### config.mk
export PLATFORM = sky130hd
export DESIGN_NAME = muldiv_unit
export DESIGN_NICKNAME = d
export VERILOG_FILES = /design/src/rtl/muldiv_unit.sv
export SDC_FILE = /design/constraint.sdc
export NUM_CORES = 1
export LEC_CHECK = 0
export ABC_AREA = 1
export CELL_PAD_IN_SITES_DETAIL_PLACEMENT = 1
export CELL_PAD_IN_SITES_GLOBAL_PLACEMENT = 1
export CORE_ASPECT_RATIO = 1.1
export CORE_UTILIZATION = 41
export CTS_BUF_LIST = sky130_fd_sc_hd__clkbuf_4
export DETAILED_ROUTE_END_ITERATION = 6
export HOLD_SLACK_MARGIN = 0.03
export PLACE_DENSITY_LB_ADDON = 0.1
export SYNTH_ARGS = -nofsm -noshare
export SYNTH_HDL_FRONTEND = slang
export SYNTH_SLANG_ARGS = --single-unit
### constraint.sdc
create_clock -name clk -period 9.54 [get_ports clk]
set_input_delay 2.385 -clock clk [delete_from_list [all_inputs] [get_ports clk]]
set_output_delay 2.385 -clock clk [all_outputs]
set_load 0.01 [all_outputs]
### src/rtl/muldiv_unit.sv
`default_nettype none
// ============================================================================
// Module   : muldiv_unit
// Brief    : Iterative 32-cycle MULT/MULTU/DIV/DIVU unit with HI/LO registers
// Revision : 1.0 - initial release
// ============================================================================
module muldiv_unit #(
  parameter int WIDTH = 32
) (
  input  logic             clk,
  input  logic             rst,
  input  logic             start,
  input  logic [1:0]       op,
  input  logic [WIDTH-1:0] a,
  input  logic [WIDTH-1:0] b,
  input  logic             cancel,
  input  logic             hi_we,
  input  logic             lo_we,
  input  logic [WIDTH-1:0] hi_wdata,
  input  logic [WIDTH-1:0] lo_wdata,
  output logic             busy,
  output logic             done,
  output logic             dz,
  output logic [WIDTH-1:0] hi,
  output logic [WIDTH-1:0] lo
);

  localparam int                 c_CNT_W = $clog2(WIDTH);
  localparam logic [c_CNT_W-1:0] c_LAST  = c_CNT_W'(WIDTH - 1);

  typedef enum logic [1:0] {
    S_IDLE = 2'd0,
    S_RUN  = 2'd1,
    S_FIX  = 2'd2
  } state_t;

  state_t               r_state;
  state_t               w_next;
  logic [c_CNT_W-1:0]   r_cnt;
  logic                 r_is_div;
  logic                 r_qsign;
  logic                 r_rsign;
  logic                 r_dz;
  logic [WIDTH-1:0]     r_m;
  logic [WIDTH-1:0]     r_a_raw;
  logic [2*WIDTH-1:0]   r_acc;
  logic [WIDTH-1:0]     r_hi;
  logic [WIDTH-1:0]     r_lo;
  logic                 r_done;
  logic                 r_dz_out;

  logic                 w_start;
  logic                 w_wb;
  logic                 w_signed;
  logic [WIDTH-1:0]     w_abs_a;
  logic [WIDTH-1:0]     w_abs_b;
  logic [WIDTH:0]       w_mul_sum;
  logic [2*WIDTH-1:0]   w_mul_step;
  logic [WIDTH:0]       w_rem_sh;
  logic [WIDTH:0]       w_diff;
  logic                 w_qbit;
  logic [2*WIDTH-1:0]   w_div_step;
  logic [2*WIDTH-1:0]   w_prod;
  logic [WIDTH-1:0]     w_quot;
  logic [WIDTH-1:0]     w_rem;
  logic [WIDTH-1:0]     w_hi_res;
  logic [WIDTH-1:0]     w_lo_res;

  assign w_start  = (r_state == S_IDLE) && start && !cancel;
  assign w_wb     = (r_state == S_FIX) && !cancel;
  assign w_signed = !op[0];
  assign w_abs_a  = (w_signed && a[WIDTH-1]) ? -a : a;
  assign w_abs_b  = (w_signed && b[WIDTH-1]) ? -b : b;

  // Multiply: multiplier sits in the low half and shifts out as the product shifts in.
  assign w_mul_sum  = {1'b0, r_acc[2*WIDTH-1:WIDTH]} + {1'b0, (r_acc[0] ? r_m : '0)};
  assign w_mul_step = {w_mul_sum, r_acc[WIDTH-1:1]};

  // Divide: {remainder, dividend/quotient}; one extra bit on the shifted remainder
  // so the trial subtraction borrow is visible.
  assign w_rem_sh   = {r_acc[2*WIDTH-1:WIDTH], r_acc[WIDTH-1]};
  assign w_diff     = w_rem_sh - {1'b0, r_m};
  assign w_qbit     = !w_diff[WIDTH];
  assign w_div_step = {(w_qbit ? w_diff[WIDTH-1:0] : w_rem_sh[WIDTH-1:0]),
                       r_acc[WIDTH-2:0], w_qbit};

  assign w_prod = r_qsign ? -r_acc : r_acc;
  assign w_quot = r_qsign ? -r_acc[WIDTH-1:0] : r_acc[WIDTH-1:0];
  assign w_rem  = r_rsign ? -r_acc[2*WIDTH-1:WIDTH] : r_acc[2*WIDTH-1:WIDTH];

  always_comb begin
    w_hi_res = w_prod[2*WIDTH-1:WIDTH];
    w_lo_res = w_prod[WIDTH-1:0];
    if (r_is_div) begin
      if (r_dz) begin
        w_hi_res = r_a_raw;
        w_lo_res = '1;
      end else begin
        w_hi_res = w_rem;
        w_lo_res = w_quot;
      end
    end
  end

  always_ff @(posedge clk or posedge rst) begin
    if (rst) begin
      r_state <= S_IDLE;
    end else begin
      r_state <= w_next;
    end
  end

  always_comb begin
    w_next = r_state;
    case (r_state)
      S_IDLE: if (start && !cancel) w_next = S_RUN;
      S_RUN: begin
        if (cancel) begin
          w_next = S_IDLE;
        end else if (r_cnt == c_LAST) begin
          w_next = S_FIX;
        end
      end
      S_FIX:   w_next = S_IDLE;
      default: w_next = S_IDLE;
    endcase
  end

  always_ff @(posedge clk or posedge rst) begin
    if (rst) begin
      r_cnt    <= '0;
      r_is_div <= 1'b0;
      r_qsign  <= 1'b0;
      r_rsign  <= 1'b0;
      r_dz     <= 1'b0;
      r_m      <= '0;
      r_a_raw  <= '0;
      r_acc    <= '0;
    end else if (w_start) begin
      r_cnt    <= '0;
      r_is_div <= op[1];
      r_qsign  <= w_signed && (a[WIDTH-1] ^ b[WIDTH-1]);
      r_rsign  <= w_signed && a[WIDTH-1];
      r_dz     <= op[1] && (b == '0);
      r_m      <= w_abs_b;
      r_a_raw  <= a;
      r_acc    <= {{WIDTH{1'b0}}, w_abs_a};
    end else if ((r_state == S_RUN) && !cancel) begin
      r_cnt <= r_cnt + 1'b1;
      r_acc <= r_is_div ? w_div_step : w_mul_step;
    end
  end

  // Write-back takes priority over MTHI/MTLO landing on the same edge.
  always_ff @(posedge clk or posedge rst) begin
    if (rst) begin
      r_hi     <= '0;
      r_lo     <= '0;
      r_done   <= 1'b0;
      r_dz_out <= 1'b0;
    end else begin
      r_done   <= w_wb;
      r_dz_out <= w_wb && r_is_div && r_dz;
      if (w_wb) begin
        r_hi <= w_hi_res;
        r_lo <= w_lo_res;
      end else begin
        if (hi_we) r_hi <= hi_wdata;
        if (lo_we) r_lo <= lo_wdata;
      end
    end
  end

  assign busy = (r_state != S_IDLE);
  assign done = r_done;
  assign dz   = r_dz_out;
  assign hi   = r_hi;
  assign lo   = r_lo;

endmodule
`default_nettype wire
==> impl_metrics.toml <==
[floorplanning]
start_util_pct = 41.5
top_level_ports = 203
rows = 83
coreArea_um2 = 46600
die_area_um2 = 48000
fp.dieW_um = 209
die_y_um = 230

[global_routing]
overflow = 0
antenna_found_initial = 3
grt_pass1_wl_mm = 134
grt_pass1_vias = 23708
grt_max_degree = 122
grt_usage_pct = 36.1

[yosys]
syn-instance-count = 3276
synthArstFlopShare_pct = 100
ys.warnings.count = 0
synth_cell_type_count = 51
ys_ff_latch = 205
synth_area_per_cell_um2 = 5.90
synth_ff_type = "dfrtp_1"
synth_nets = 3484
netlist_top_cells_area = "dfrtp_1 (27%), nand2_1 (21%), inv_1 (8.7%)"
synth_area_um2 = 19300
synth-edff-count = 0
netlist.area_leader.share_pct = 26.5
synth_common_cells = "nand2_1 (1070), inv_1 (446), nor2_1 (374), nand3_1 (264), dfrtp_1 (205)"
yosysTopAreaCell = "dfrtp_1"
synth.most_common_cell = "nand2_1"
ys_seq_area_share_pct = 26.5

[drt]
firstDrtPassIters = 7
wl_mm = 87.0
via_per_inst = 5.57
wl_per_cell_um = 21.3
antenna_left = 0
vias = 22736
drt_iter0_drc = 1494
drc = 2

[placement]
pre_cts_ws_ns = 3.39
dp.cells = 3977
gp_congestion = 0.988
io_buffers = 202
hpwl_mm = 69.5

[pwr]
total_leakage_power_nw = 11.5
power.density_nw_per_um2 = 249
netSwitchingPower_w = 0.00308
p_sw_share_pct = 54.9
p_int_w = 0.00253
fin_total_pwr_w = 0.00561
seq_power_share_pct = 26.2
pwr-share-comb_pct = 58.8
clock_power_share_pct = 15.0
peakVddDrop_v = 0.000211

[cts]
clkTransAtPathRegs_ns = 0.06
post-cts-setup-buffers = 0
cts_hold_buf = 0
cts_tree = "done"
cts_buffers = 57
root_buffer = "clkbuf_4"
cts_max_level = 2
clk_latency_ns = 0.85
cts_resized = 0
cts_sinks = 205
cts_buffer_depth = 3

[worst_setup_path]
crit_chain = "clkdlybuf4s50_1 -> inv_1 -> nand3_2 -> inv_2 -> buf_4 -> nand2_1 -> clkinv_1 -> nand2_1 -> o211ai_1 -> nand2_1"
cp_slowest_cell = "inv_2"
crit_type = "in -> reg"
cp.arrival_ns = 6.08
cpMostUsedCell = "nand2_1"
end_kind = "flip-flop"
slowest_delay_ns = 0.67
crit_path_max_fanout = 56
worstSetupStartpointType = "input pin"
crit_required_ns = 10.25

[sta]
slew_headroom_pct = 16.3
hold_viol_final = 0
setup_tns_ns = 0
timing.fmax_ghz = 0.186
worstMarginPinSlew_ns = 1.25
period_share_pct = 56.2
timing.hold.ws_ns = 0.480
rsz0062_at_grt = "false"
setup_viol = 0
period_needed_ns = 5.36
finClkSkew_ns = 0.0673
drv_slew = 0
setup_slack_ns = 4.18

[layout]
fin_cells = 4082
area_growth_pct = 16.5
multi_input_area_um2 = 12000
fin_nets = 3649
drive_gt1_share_pct = 5.08
seq_area_um2 = 5130
fill_cells = 6524

[run]
max_cap_viol_count = 0

[run_status]
violations = "DRC"
status = "finished with violations"

[min_path]
hold_class = "reg -> reg"
[power by group through the flow]
stage | registers (W) | clock network, W | logic, W
after floorplan | 0.00124 | 0 | 0.00231
after global placement | 0.00146 | 0 | 0.00316
after detailed placement | 0.00147 | 0 | 0.00327
after CTS | 0.00145 | 0.000859 | 0.00328
after global routing | 0.00147 | 0.000894 | 0.00367
final | 0.00147 | 0.000842 | 0.00330
[sequential cells by signal, indices dropped and copies added, names as in the netlist, 2 cells and up]
name	cells
r_acc	64
r_state	2
r_a_raw	32
lo	32
r_m	32
hi	32
r_cnt	5
[kinds of logic (layout without fill, tap and decap cells)]
group / after synthesis / in the layout / share of synthesized area, %
buf+inv: 575 / 783 / 11.5
xor+xnor: 75 / 75 / 3.40
simple gates: 1843 / 1843 / 39.4
compound gates: 506 / 506 / 14.5
other cells: 0 / 3 / 0
flops: 205 / 205 / 26.5
fa+ha+maj: 72 / 72 / 4.74
[final cells by class]
| class | count | area share, % |
|---|---|---|
| Multi-Input combinational cell | 2496 | 53.3 |
| Sequential cell | 205 | 22.8 |
| Timing Repair Buffer | 223 | 9.67 |
| Inverter | 458 | 7.66 |
| Tap cell | 595 | 3.30 |
| Clock buffer | 88 | 2.93 |
| Clock inverter | 14 | 0.283 |
| Antenna cell | 3 | 0.0333 |
[layout by cell type, fill, tap and decap left out, types with 4 or more instances in the layout]
| master | Yosys | routed |
|---|---|---|
| ha_1 | 70 | 70 |
| nand3_1 | 264 | 264 |
| o211ai_1 | 28 | 28 |
| xor2_1 | 58 | 58 |
| inv_1 | 446 | 444 |
| a311oi_1 | 7 | 7 |
| a21o_1 | 4 | 4 |
| nand3b_1 | 13 | 13 |
| clkdlybuf4s50_1 | 0 | 202 |
| o21bai_1 | 18 | 18 |
| a31oi_1 | 7 | 7 |
| nor2_1 | 374 | 370 |
| clkbuf_4 | 0 | 88 |
| xnor2_1 | 17 | 17 |
| inv_2 | 9 | 11 |
| nand2_2 | 7 | 7 |
| o21ai_1 | 24 | 24 |
| o21ai_0 | 199 | 199 |
| dfrtp_1 | 205 | 203 |
| nand3_2 | 5 | 4 |
| nand2_4 | 5 | 5 |
| nand2_1 | 1070 | 1070 |
| clkinv_1 | 3 | 12 |
| nor3_1 | 37 | 37 |
| a21oi_1 | 181 | 181 |
| o22ai_1 | 13 | 13 |
| nor2_2 | 11 | 14 |
| buf_4 | 0 | 21 |
| o221ai_1 | 5 | 5 |
| o21a_1 | 5 | 5 |
| nand4_1 | 33 | 33 |
| or2_2 | 12 | 12 |
[routing by layer]
metal	share of wire, %	track usage [%]	up-vias
met4	8.6	27.9	0
li1	-	-	10797
met5	0	0	-
met2	48	62.4	708
met3	4.2	4.44	301
met1	39	40.6	10930
[metrics by stage]
step / utilization (%) / instance area, µm²
floorplan: - / 19300
global placement: 46.8 / 21800
detailed placement: 46.8 / 21800
CTS: 48.3 / 22500
global route: 48.3 / 22500
finish: 48.3 / 22500
[critical path: cells and delay by family]
kind | cells | cell delay (ns)
AOI/OAI and AO/OA | 1 | 0.11
buffers and inverters | 5 | 2.35
and+or+nand+nor | 4 | 1.19
[final timing paths]
kind	cells after the start	start	end	slack, ns
max	10	cancel	lo[13]	4.18
min	2	hi[7]	hi[7]	0.48
max reg2reg	16	r_acc[0]	r_acc[48]	5.80
min reg2reg	2	hi[7]	hi[7]	0.48
max in group asynchronous	3	rst	r_is_div	6.19
min in group asynchronous	2	rst	hi[31]	2.09
(Power assumes the default switching activity.)
